File: src/rtl/data_bus_master.sv
// data_bus_master
//   Turns single load/store requests from a pipeline into word-aligned bus
//   transfers with byte enables. Store data is replicated across byte lanes.
//   Load data is extracted from the addressed lanes and then sign- or
//   zero-extended. Misaligned accesses and the reserved size are answered
//   with an error and never reach the bus. A transfer that stalls for
//   WAIT_TIMEOUT consecutive cycles is aborted with an error.
//
// Ports
//   clk, reset_n         clock; asynchronous active-low reset
//   req_*                request channel (valid/ready handshake)
//   resp_*               one-cycle response pulse, no backpressure
//   data_*               bus master side: address, read/write strobes,
//                        byte enables, write data, waitrequest, read data
module data_bus_master #(
  parameter int WAIT_TIMEOUT = 255
) (
  input  logic        clk,
  input  logic        reset_n,
  input  logic        req_valid,
  output logic        req_ready,
  input  logic        req_write,
  input  logic [1:0]  req_size,
  input  logic        req_signed,
  input  logic [31:0] req_addr,
  input  logic [31:0] req_wdata,
  output logic        resp_valid,
  output logic [31:0] resp_rdata,
  output logic        resp_error,
  output logic [31:0] data_address,
  output logic        data_read,
  output logic        data_write,
  output logic [31:0] data_writedata,
  output logic [3:0]  data_byteenable,
  input  logic        data_waitrequest,
  input  logic [31:0] data_readdata
);

  // Wide enough to hold WAIT_TIMEOUT-1 and never zero bits wide
  localparam int CW = $clog2(WAIT_TIMEOUT + 2);

  typedef enum logic [1:0] {
    IDLE   = 2'd0,
    ACCESS = 2'd1,
    RESP   = 2'd2
  } state_t;

  state_t      state_q, state_d;
  logic [CW-1:0] wait_cnt_q, wait_cnt_d;
  logic        write_q, write_d;
  logic [1:0]  size_q, size_d;
  logic        signed_q, signed_d;
  logic [1:0]  addr_lo_q, addr_lo_d;
  logic [3:0]  be_q, be_d;
  logic [31:0] address_q, address_d;
  logic [31:0] writedata_q, writedata_d;
  logic [31:0] rdata_q, rdata_d;
  logic        error_q, error_d;

  logic        req_legal;
  logic [3:0]  req_be;
  logic [31:0] req_wd;
  logic [31:0] lane;
  logic [31:0] load_data;

  // Decode the incoming request: legality, lane mask and replicated data
  always_comb begin
    req_legal = 1'b0;
    req_be    = 4'b0000;
    req_wd    = req_wdata;
    case (req_size)
      2'b00: begin
        req_legal = 1'b1;
        req_be    = 4'b0001 << req_addr[1:0];
        req_wd    = {4{req_wdata[7:0]}};
      end
      2'b01: begin
        req_legal = ~req_addr[0];
        req_be    = 4'b0011 << req_addr[1:0];
        req_wd    = {2{req_wdata[15:0]}};
      end
      2'b10: begin
        req_legal = (req_addr[1:0] == 2'b00);
        req_be    = 4'b1111;
        req_wd    = req_wdata;
      end
      default: begin
        req_legal = 1'b0;
        req_be    = 4'b0000;
        req_wd    = req_wdata;
      end
    endcase
  end

  // Little-endian lane extraction followed by sign or zero extension
  always_comb begin
    lane      = data_readdata >> {addr_lo_q, 3'b000};
    load_data = lane;
    case (size_q)
      2'b00:   load_data = {{24{signed_q & lane[7]}}, lane[7:0]};
      2'b01:   load_data = {{16{signed_q & lane[15]}}, lane[15:0]};
      default: load_data = lane;
    endcase
  end

  // Next-state logic. An errored request skips ACCESS, so it never strobes
  // the bus. A timeout fires on the stall edge that would bring the counter
  // to WAIT_TIMEOUT.
  always_comb begin
    state_d     = state_q;
    wait_cnt_d  = wait_cnt_q;
    write_d     = write_q;
    size_d      = size_q;
    signed_d    = signed_q;
    addr_lo_d   = addr_lo_q;
    be_d        = be_q;
    address_d   = address_q;
    writedata_d = writedata_q;
    rdata_d     = rdata_q;
    error_d     = error_q;
    case (state_q)
      IDLE: begin
        if (req_valid) begin
          write_d    = req_write;
          size_d     = req_size;
          signed_d   = req_signed;
          addr_lo_d  = req_addr[1:0];
          rdata_d    = 32'd0;
          wait_cnt_d = '0;
          if (req_legal) begin
            state_d     = ACCESS;
            error_d     = 1'b0;
            be_d        = req_be;
            address_d   = {req_addr[31:2], 2'b00};
            writedata_d = req_wd;
          end else begin
            state_d = RESP;
            error_d = 1'b1;
          end
        end
      end
      ACCESS: begin
        if (!data_waitrequest) begin
          rdata_d = write_q ? 32'd0 : load_data;
          state_d = RESP;
        end else if (wait_cnt_q == CW'(WAIT_TIMEOUT - 1)) begin
          error_d = 1'b1;
          state_d = RESP;
        end else begin
          wait_cnt_d = wait_cnt_q + CW'(1);
        end
      end
      RESP: begin
        state_d = IDLE;
      end
      default: begin
        state_d = IDLE;
      end
    endcase
  end

  always_ff @(posedge clk or negedge reset_n) begin
    if (!reset_n) begin
      state_q     <= IDLE;
      wait_cnt_q  <= '0;
      write_q     <= 1'b0;
      size_q      <= 2'b00;
      signed_q    <= 1'b0;
      addr_lo_q   <= 2'b00;
      be_q        <= 4'b0000;
      address_q   <= 32'd0;
      writedata_q <= 32'd0;
      rdata_q     <= 32'd0;
      error_q     <= 1'b0;
    end else begin
      state_q     <= state_d;
      wait_cnt_q  <= wait_cnt_d;
      write_q     <= write_d;
      size_q      <= size_d;
      signed_q    <= signed_d;
      addr_lo_q   <= addr_lo_d;
      be_q        <= be_d;
      address_q   <= address_d;
      writedata_q <= writedata_d;
      rdata_q     <= rdata_d;
      error_q     <= error_d;
    end
  end

  // Strobes and enables follow the state directly, so a reset drops them
  // in the same instant it forces the state back to IDLE
  assign req_ready       = (state_q == IDLE);
  assign data_read       = (state_q == ACCESS) && !write_q;
  assign data_write      = (state_q == ACCESS) && write_q;
  assign data_byteenable = (state_q == ACCESS) ? be_q : 4'b0000;
  assign data_address    = address_q;
  assign data_writedata  = writedata_q;
  assign resp_valid      = (state_q == RESP);
  assign resp_rdata      = (state_q == RESP) ? rdata_q : 32'd0;
  assign resp_error      = (state_q == RESP) && error_q;

endmodule

File: config.mk
export PLATFORM = sky130hd
export DESIGN_NAME = data_bus_master
export DESIGN_NICKNAME = d
export VERILOG_FILES = /design/src/rtl/data_bus_master.sv
export SDC_FILE = /design/constraint.sdc
export NUM_CORES = 1
export LEC_CHECK = 0
export ABC_AREA = 0
export BUFFER_PORTS_ARGS = -buffer_cell sky130_fd_sc_hd__buf_4
export CORE_ASPECT_RATIO = 1.2
export CORE_UTILIZATION = 40
export DETAILED_ROUTE_END_ITERATION = 7
export GPL_TIMING_DRIVEN = 0
export PLACE_DENSITY = 0.67
export SLEW_MARGIN = 20
export SYNTH_ARGS = -nofsm -noshare
export SYNTH_HDL_FRONTEND = slang
export SYNTH_SLANG_ARGS = --single-unit
export TNS_END_PERCENT = 50
File: constraint.sdc
create_clock -name clk -period 3.1 [get_ports clk]
set_input_delay 0 -clock clk [delete_from_list [all_inputs] [get_ports clk]]
set_output_delay 0 -clock clk [all_outputs]
set_load 0.01 [all_outputs]
==> results of run 1 <==
state kept, by name, summed over array words and instances (netlist names):
| name | count |
|---|---|
| addr_lo_q | 2 |
| be_q | 4 |
| data_address | 30 |
| data_writedata | 32 |
| error_q | 1 |
| rdata_q | 32 |
| signed_q | 1 |
| size_q | 2 |
| state_q | 2 |
| wait_cnt_q | 9 |
| write_q | 1 |
per-stage QoR:
| step | setup slack [ns] | power, mW | cell area (um2) | hold WS, ns | utilization [%] |
|---|---|---|---|---|---|
| 6_report | 0.751 | 7.10 | 8910 | 0.0179 | 64.2 |
| 5_1_grt | 0.513 | 7.50 | 8910 | 0.0371 | 64.2 |
| 4_1_cts | 0.709 | 7.11 | 8910 | 0.0115 | 64.2 |
| 3_5_place_dp | 0.711 | 5.19 | 7520 | -0.0427 | 54.2 |
| 3_3_place_gp | 0.801 | 5.10 | 7480 | 0.208 | 53.9 |
| 2_1_floorplan | 1.17 | 3.88 | 5750 | -0.296 | - |
metal layers:
metal / up-vias / GRT usage (%) / wire length, um
li1: 2505 / - / -
met1: 2573 / 28.0 / 6990
met2: 220 / 43.7 / 9070
met3: 30 / 7.28 / 1300
met4: 0 / 9.91 / 343
met5: - / 0 / 0
kinds of logic (layout without fill, tap and decap cells):
family	Yosys count	after routing	share of synthesized area, %
multiplexers	90	90	17.1
AND/OR/NAND/NOR	159	159	14.5
other	1	2	0.0653
XOR/XNOR	3	3	0.458
adder cells (fa/ha/maj)	2	2	0.436
buffers and inverters	45	365	3.73
flip-flops	116	116	50.5
AO/OA/AOI/OAI	112	112	13.2
critical path, delay by kind of cell (launching register included):
kind | cells | cell delay, ns
buffers and inverters | 3 | 0.76
and+or+nand+nor | 2 | 0.61
AOI/OAI and AO/OA | 2 | 0.47
DFF | 1 | 0.35
worst max path at each step:
stage,startpoint,to,slack (ns),cells past startpoint
final,state_q[0],data_writedata[16],0.75,7
after global routing,state_q[0],data_writedata[29],0.51,7
after CTS,state_q[0],data_writedata[16],0.71,7
after detailed placement,state_q[0],data_writedata[16],0.71,7
after global placement,state_q[0],data_writedata[16],0.80,7
after floorplan,state_q[1],rdata_q[28],1.17,7
power by group:
part | internal [mW] | total (mW) | leakage [nW] | switching, mW
combinational | 1.44 | 2.83 | 2.51 | 1.39
clock | 1.17 | 1.82 | 0.271 | 0.649
sequential | 2.10 | 2.46 | 1.47 | 0.355
total | 4.71 | 7.10 | 4.25 | 2.40
cell usage after synthesis (2+ instances only):
| cell type | instances |
|---|---|
| o211ai_1 | 5 |
| and3_1 | 2 |
| buf_4 | 2 |
| o311ai_0 | 2 |
| nand2b_1 | 2 |
| dfrtp_1 | 116 |
| nand2_1 | 54 |
| nor2b_1 | 2 |
| ha_1 | 2 |
| buf_1 | 3 |
| mux2_2 | 46 |
| inv_1 | 2 |
| and2_1 | 39 |
| nand3b_1 | 10 |
| mux2i_1 | 42 |
| nand3_1 | 6 |
| nor2_1 | 26 |
| clkbuf_1 | 28 |
| o21a_1 | 2 |
| a21oi_1 | 24 |
| o31ai_1 | 3 |
| buf_6 | 4 |
| a221o_2 | 8 |
| a22o_1 | 2 |
| nand4_1 | 2 |
| a221o_1 | 8 |
| mux4_2 | 2 |
| nor3_1 | 5 |
| o21ai_0 | 39 |
| o2bb2ai_1 | 15 |
| buf_2 | 6 |
| xor2_1 | 3 |
cell type report:
class | count | area, um2
clock inverters | 2 | 12.5
multi-input cells | 368 | 2630
fillers | 1104 | 4960
well taps | 171 | 214
clock buffers | 30 | 544
flip-flops and latches | 116 | 2900
inverters | 2 | 7.51
repair buffers | 288 | 2400
plain buffers | 43 | 206
repair_timing:
action	in CTS	in global routing
hold buffers	84	0
endpoints found under the hold margin	203	0
setup buffers	0	0
==> impl_metrics.csv, run 1 <==
group,metric,value,unit
detailed_routing,viasPerCell,5.22,
clock_tree,tritoncts,"built",
critical_path,max_stage_delay,0.48,ns
yosys,synth_top_area_share,50.5,%
yosys,synth_cells,528,
finish,layout_common_cells,"buf_4, dfrtp_1, dlygate4sd3_1, nand2_1, mux2_2",
global_routing,grt_pass1_vias,5837,
floorplan,rows,47,
floorplan,initial_core_util,41.4,%
power,leakagePower,4.25,nW
timing,fin_crit_sh,75.8,%
global_routing,antenna_found_initial,0,
critical_path,r2r_start,"state_q[0]",
yosys,async_reset_ff_share,100,%
status,outcome,"finished, violations left",
yosys,synth_edf_count,0,
clock_tree,post_cts_resized,0,
timing,hold_viol_final,0,
finish,area_delta_synth_final,55.2,%
timing,rsz0062_at_grt,"false",
floorplan,die_w,111,um
hold_path,hold_path_depth,5,
timing,skew,0.00866,ns
yosys,yosys_warnings,0,
critical_path,critPathKind,"register to register",
detailed_routing,firstDrtPassIters,7,
yosys,avgSynthCellArea,10.9,um2
critical_path,critPathMaxFanout,10,
clock_tree,clock_latency,0.42,ns
yosys,synth_cell_types,48,
global_routing,grt_start_max_net_pins,72,
floorplan,io-pin-count,209,
critical_path,slowest_stage,"nor3b_2",
finish,diodes,0,
detailed_routing,ant_nets,0,
job,max_cap_viol_count,0,
clock_tree,path_clk_slew,0.05,ns
detailed_routing,drc_errors,28,
detailed_routing,drt_iter0_markers,244,
timing,setup_tns,0,ns
timing,worst_slew_pin_slew,0.949,ns
placed_design,numPortBuffers,203,
critical_path,r2r_cells,7,
hold_path,hold_path_end,"rdata_q[5]",
floorplan,die_area,14800,um2
hold_path,hp-start,"data_readdata[5]",
critical_path,timing.rr.end,"data_writedata[16]",
status,violations,"design-rule violations",
critical_path,path_common_cell,"buf_2",
clock_tree,clock_tree.root_cell,"clkbuf_16",
placed_design,dp_hpwl,12500,um
yosys,synthTopCellsByArea,"dfrtp_1, mux2_2, mux2i_1",
global_routing,grt_overflow,0,
finish,finalNetCount,942,
yosys,yosysTopAreaCell,"dfrtp_1",
timing,slew_headroom,36.5,%
power,powerDensity,797,nW/um2
clock_tree,cts.sinks,116,
clock_tree,clk_path_buf_depth,2,
placed_design,place_congestion,0.875,
floorplan,die_h,133,um
yosys,syn_area,5740,um2
detailed_routing,vias,5328,
timing,layout_min_cycle_time,2.35,ns
finish,drive_above_1_share,35.5,%
power,ir_worst_vdd,494,uV
clock_tree,cts_made_buffers,17,
yosys,yosysSeqAreaShare,50.5,%
critical_path,arrival,2.62,ns
global_routing,grt_use_total,24.8,%
yosys,synth-seq-cells,116,
floorplan,coreArea,13900,um2
timing,slew_violations,0,
critical_path,start_kind,"register",
global_routing,grt_pass1_wl,28600,um
clock_tree,h-tree-depth,4,
critical_path,crit_chain,"buf_2, nor3b_2, o21ai_1, buf_2, clkbuf_1, nand2_1, o21ai_0",
detailed_routing,wl_per_cell,17.4,um
critical_path,cp_data_required_time,3.37,ns
detailed_routing,drt-total-wl,17700,um
finish,final_common_cell,"buf_4",
finish,final_cells,1020,
hold_path,hp-class,"input port to register",
placed_design,dp.cells,904,
critical_path,end_kind,"register",
critical_path,r2r_slack,0.75,ns
timing,max_clock_freq,0.426,GHz
timing,finalSetupViolations,0,
yosys,ys.flop_type,"dfrtp_1",
(Power assumes the default switching activity.)
==> run 2, diff against run 1 <==
Settings changed: ABC_AREA 0 to 1, PLACE_DENSITY 0.67 to 0.66.
Clock period 3.1 ns to 2.25 ns, I/O delays scaled along.
==> run 2 against run 1 <==
Synthesized cell count is 59% higher. Area after synthesis grew 4.6%. Cell area rose by 5.0%. Flip-flop and latch count unchanged. First-iteration DRC count increased by 49%. Clock skew fell by 0.0016 ns. Final cell count grew 34%. Global-route usage up 1.2 points. Combinational power is 41% higher. The run now ends clean. Via count rose by 22%. Largest power group unchanged. Clock power rose by 55%.
==> impl_metrics.csv, run 2 <==
group,metric,value,unit
yosys,synth_edf_count,0,
floorplan,rows,48,
timing,layout_min_cycle_time,2.04,ns
power,power.internal,6.34,mW
yosys,yosysTopAreaCell,"dfrtp_1",
finish,drive_above_1_share,24.1,%
yosys,synth_cells,838,
clock_tree,cts_made_buffers,17,
timing,worst_slack,0.210,ns
yosys,syn_area,6010,um2
finish,layout_common_cells,"nand2_1, buf_4, dfrtp_1, dlygate4sd3_1, inv_1",
timing,finalSetupViolations,0,
global_routing,grt_start_max_net_pins,79,
finish,area_delta_synth_final,55.8,%
timing,fin_crit_sh,90.7,%
clock_tree,path_clk_slew,0.06,ns
power,swShare,37.1,%
global_routing,grt_pass1_vias,6444,
critical_path,start_kind,"register",
critical_path,critPathKind,"register to register",
finish,fill_cells,1308,
timing,setup_tns,0,ns
power,ir_worst_vdd,565,uV
timing,slew_violations,0,
detailed_routing,drt-total-wl,19200,um
yosys,ys.flop_type,"dfrtp_1",
floorplan,die_h,136,um
power,p_clk_share,28.0,%
detailed_routing,drc_errors,0,
timing,max_clock_freq,0.490,GHz
detailed_routing,wl_per_cell,14.0,um
clock_tree,h-tree-depth,4,
power,p_comb_share,39.6,%
placed_design,numPortBuffers,205,
yosys,yosys_warnings,0,
timing,slew_headroom,65.1,%
power,powerDensity,1080,nW/um2
global_routing,antenna_found_initial,1,
global_routing,grt_pass1_wl,31400,um
yosys,synthTopCellsByArea,"dfrtp_1, nand2_1, o21ai_0",
job,max_cap_viol_count,0,
detailed_routing,vias,6500,
clock_tree,cts.sinks,116,
critical_path,cp_data_required_time,2.58,ns
critical_path,arrival,2.37,ns
clock_tree,tritoncts,"built",
power,p_total,10.1,mW
yosys,synth-seq-cells,116,
floorplan,die_area,15500,um2
floorplan,initial_core_util,41.3,%
floorplan,coreArea,14500,um2
clock_tree,clk_path_buf_depth,2,
power,leakagePower,4.96,nW
yosys,yosysSeqAreaShare,48.3,%
placed_design,dp_hpwl,13700,um
critical_path,end_kind,"register",
detailed_routing,viasPerCell,4.75,
power,power_frac_seq,32.3,%
yosys,synth_top_area_share,48.3,%
timing,hold_viol_final,0,
yosys,synth_cell_types,30,
finish,fin_area,9360,um2
timing,worst_slew_pin_slew,0.523,ns
yosys,async_reset_ff_share,100,%
yosys,yosysMostFrequentCell,"nand2_1",
clock_tree,clock_tree.root_cell,"clkbuf_16",
finish,final_common_cell,"nand2_1",
yosys,synth_common_cells,"nand2_1, dfrtp_1, inv_1",
finish,finalNetCount,1261,
placed_design,place_congestion,0.911,
detailed_routing,ant_nets,0,
status,outcome,"completed",
critical_path,critPathMaxFanout,10,
global_routing,grt_overflow,0,
timing,skew,0.00703,ns
placed_design,place_area,7830,um2
clock_tree,clock_latency,0.41,ns
hold_path,hp-class,"input port to register",
timing,rsz0062_at_grt,"false",
floorplan,io-pin-count,209,
finish,utilization,64.4,%
yosys,avgSynthCellArea,7.17,um2
global_routing,grt_use_total,26.0,%
detailed_routing,drt_iter0_markers,363,
placed_design,dp_slack,0.575,ns
detailed_routing,firstDrtPassIters,5,
power,p_switching,3.74,mW
floorplan,die_w,114,um
run 2: changes by cell type after synthesis, moves of 41 or more:
cell | before | now
nor2_1 | 26 | 70
nand2_1 | 54 | 352
nand3_1 | 6 | 47
mux2i_1 | 42 | 0
mux2_2 | 46 | 0
inv_1 | 2 | 71
run 2: power by group through the flow:
| stage | clock (mW) | sequential [mW] | combinational, mW |
|---|---|---|---|
| 3_5_place_dp | 0 | 3.23 | 3.82 |
| 4_1_cts | 2.87 | 3.24 | 3.99 |
| 5_1_grt | 2.97 | 3.34 | 4.44 |
| 3_3_place_gp | 0 | 3.25 | 3.75 |
| 6_report | 2.83 | 3.26 | 3.99 |
| 2_1_floorplan | 0 | 3.42 | 1.88 |
run 2: layout make-up:
class,count,area (um2),share of cell area [%]
Timing Repair Buffer,297,2480,26.5
Buffer,44,233,2.49
Tap cell,200,250,2.67
Clock inverter,14,178,1.90
Clock buffer,18,439,4.69
Sequential cell,116,2900,31.0
Multi-Input combinational cell,601,2580,27.5
Inverter,78,298,3.18
Antenna cell,1,2.50,0.0267
run 2: worst max-delay path, cell delays in order, from the launching register on:
cell           delay (ns)
dfrtp_1              0.40
buf_2                0.21
clkbuf_1             0.43
a21oi_1              0.09
nand2_1              0.09
dlygate4sd3_1        0.55
o21ai_0              0.09
o22ai_1              0.13
run 2: final timing paths:
kind	depth (start not counted)	endpoint	start	slack, ns
min reg2reg	2	rdata_q[28]	rdata_q[28]	0.48
min in group asynchronous	2	rdata_q[3]	reset_n	0.06
max reg2reg	7	rdata_q[0]	addr_lo_q[1]	0.21
max	7	rdata_q[0]	addr_lo_q[1]	0.21
max in group asynchronous	3	data_address[22]	reset_n	1.48
min	5	rdata_q[6]	data_readdata[22]	0.02
run 2: kinds of logic after synthesis:
logic type               Yosys count  share of synthesized area, %
AND/OR/NAND/NOR                  480                          31.9
flip-flops                       116                          48.3
other                              1                        0.0624
adder cells (fa/ha/maj)            2                         0.416
XOR/XNOR                           3                         0.437
buffers and inverters            122                          8.83
AO/OA/AOI/OAI                    114                          10.0
run 2: metrics by stage:
stage | instances | hold slack, ns
6_report | 1369 | 0.0162
2_1_floorplan | 839 | -0.296
3_5_place_dp | 1245 | -0.0630
3_3_place_gp | 1244 | 0.194
5_1_grt | 1369 | 0.0340
4_1_cts | 1368 | 0.00888
run 2: metal layers:
metal,track usage (%),wire [um],up-vias
met5,0,0,-
met4,9.52,455,0
met2,44.4,9250,251
li1,-,-,3235
met1,30.6,7970,2974
met3,8.25,1530,40
run 2: timing repair:
action | CTS | global route
resized for setup | 0 | 0
buffers inserted | 0 | 0
hold buffers | 91 | 0
endpoints found under the hold margin | 193 | 0
==> run 3, diff against run 2 <==
Settings changed: CORE_ASPECT_RATIO 1.2 to not set.
==> run 3 against run 2 <==
First-iteration DRC count rose by 18%. Global-route usage shrank 0.12 points. Clock power down 6%. Via count fell by 0.57%. Maximum frequency about the same. Cell area shrank 1.2%. Register-to-register slack barely moved. Sequential share of layout area grew 0.37 points. Final cell count is 1.7% lower. Critical endpoint unchanged. Highest routed layer unchanged.
==> impl_metrics.csv, run 3 (synthesis gave the netlist of run 2 again) <==
group,metric,value,unit
critical_path,arrival,2.36,ns
floorplan,io-pin-count,209,
hold_path,hp-class,"input port to register",
timing,slew_violations,0,
timing,slew_headroom,63.6,%
clock_tree,cts_setup_buffers,0,
detailed_routing,wl_per_cell,14.4,um
power,leakagePower,4.92,nW
placed_design,place_congestion,0.878,
power,power.internal,6.24,mW
power,p_switching,3.62,mW
placed_design,dp.cells,1229,
job,max_cap_viol_count,0,
finish,fill_cells,1288,
floorplan,die_w,125,um
detailed_routing,vias,6463,
clock_tree,clock_tree.root_cell,"clkbuf_16",
floorplan,die_area,15500,um2
timing,rsz0062_at_grt,"false",
timing,worst_slew_pin_slew,0.546,ns
detailed_routing,viasPerCell,4.80,
timing,skew,0.0104,ns
power,p_total,9.85,mW
detailed_routing,firstDrtPassIters,5,
floorplan,rows,44,
finish,drive_above_1_share,24.0,%
critical_path,critPathKind,"register to register",
clock_tree,h-tree-depth,4,
clock_tree,clock_latency,0.41,ns
power,ir_worst_vdd,614,uV
global_routing,grt_overflow,0,
finish,diodes,0,
finish,final_cells,1346,
critical_path,critPathMaxFanout,10,
global_routing,grt_pass1_wl,31900,um
clock_tree,path_clk_slew,0.05,ns
finish,finalNetCount,1256,
power,powerDensity,1070,nW/um2
global_routing,grt_start_max_net_pins,64,
detailed_routing,drt-total-wl,19300,um
floorplan,initial_core_util,41.2,%
timing,hold_viol_final,0,
detailed_routing,ant_nets,0,
clock_tree,tritoncts,"built",
placed_design,dp_hpwl,13400,um
finish,final_common_cell,"nand2_1",
timing,max_clock_freq,0.490,GHz
timing,layout_min_cycle_time,2.04,ns
power,p_comb_share,40.4,%
critical_path,start_kind,"register",
critical_path,r2r_slack,0.21,ns
global_routing,antenna_found_initial,0,
clock_tree,cts_made_buffers,17,
power,p_clk_share,26.9,%
timing,fin_crit_sh,90.6,%
detailed_routing,drc_errors,0,
placed_design,numPortBuffers,205,
finish,area_delta_synth_final,54.0,%
critical_path,cp_data_required_time,2.57,ns
power,power_frac_seq,32.8,%
critical_path,end_kind,"register",
timing,setup_tns,0,ns
floorplan,die_h,125,um
power,swShare,36.7,%
global_routing,grt_pass1_vias,6648,
timing,finalSetupViolations,0,
floorplan,coreArea,14600,um2
finish,layout_common_cells,"nand2_1, buf_4, dfrtp_1, dlygate4sd3_1, inv_1",
global_routing,grt_use_total,25.9,%
clock_tree,clk_path_buf_depth,2,
clock_tree,cts.sinks,116,
status,outcome,"completed",
detailed_routing,drt_iter0_markers,427,
timing,whs,0.0247,ns
## run 3: changes by cell type in the layout (fill, tap and decap cells not counted), sizes merged
cell	delta
inv	-3
dlygate4sd3	-5
clkinvlp	+1
diode	-1
clkbuf	+4
bufinv	-1
clkinv	-2
## run 3: through the flow
step                      instance area [um2]  worst slack [ns]  util, %
after global placement                   7780             0.604     53.3
after CTS                                9250             0.234     63.4
after global routing                     9250            0.0689     63.4
after detailed placement                 7810             0.607     53.6
after floorplan                          6010             0.831        -
final                                    9250             0.211     63.4
## run 3: power by group through the flow
stage	clock [mW]	combinational [mW]	sequential [mW]
2_1_floorplan	0	1.88	3.42
3_3_place_gp	0	3.75	3.24
3_5_place_dp	0	3.81	3.22
4_1_cts	2.70	3.96	3.22
5_1_grt	2.80	4.41	3.32
6_report	2.65	3.98	3.23
## run 3: worst paths after layout
kind                                   from               end  cells past startpoint
hold / removal             data_readdata[6]        rdata_q[6]                      5
hold reg to reg                 rdata_q[21]       rdata_q[21]                      2
setup reg to reg               addr_lo_q[1]        rdata_q[0]                      7
min in group asynchronous           reset_n        rdata_q[2]                      2
setup / recovery               addr_lo_q[1]        rdata_q[0]                      7
max in group asynchronous           reset_n  data_address[31]                      3
## run 3: worst max-delay path, cell delays in order (launching register included)
cell	delay, ns
dfrtp_1	0.39
buf_2	0.20
clkbuf_1	0.43
a21oi_1	0.08
nand2_1	0.09
dlygate4sd3_1	0.55
o21ai_0	0.09
o22ai_1	0.13
## run 3: metal layers
layer / vias up / part of all wire (%) / GRT usage (%)
li1: 3231 / - / -
met4: 0 / 2.6 / 11.7
met1: 2933 / 41 / 30.9
met2: 255 / 48 / 43.4
met3: 44 / 7.9 / 7.04
met5: - / 0 / 0
## run 3: layout make-up
type | count | area [um2] | share of cell area (%)
inverter | 78 | 298 | 3.22
sequential | 116 | 2900 | 31.4
buffer | 44 | 233 | 2.52
multi-input combinational | 601 | 2580 | 27.9
clock inverter | 9 | 104 | 1.12
clock buffer | 22 | 474 | 5.13
timing repair buffer | 292 | 2430 | 26.3
tap | 184 | 230 | 2.49
## run 3: repair_timing
| item | in CTS | in global routing |
|---|---|---|
| hold endpoints to repair | 135 | 0 |
| gates resized for setup | 0 | 0 |
| hold buffers | 86 | 0 |
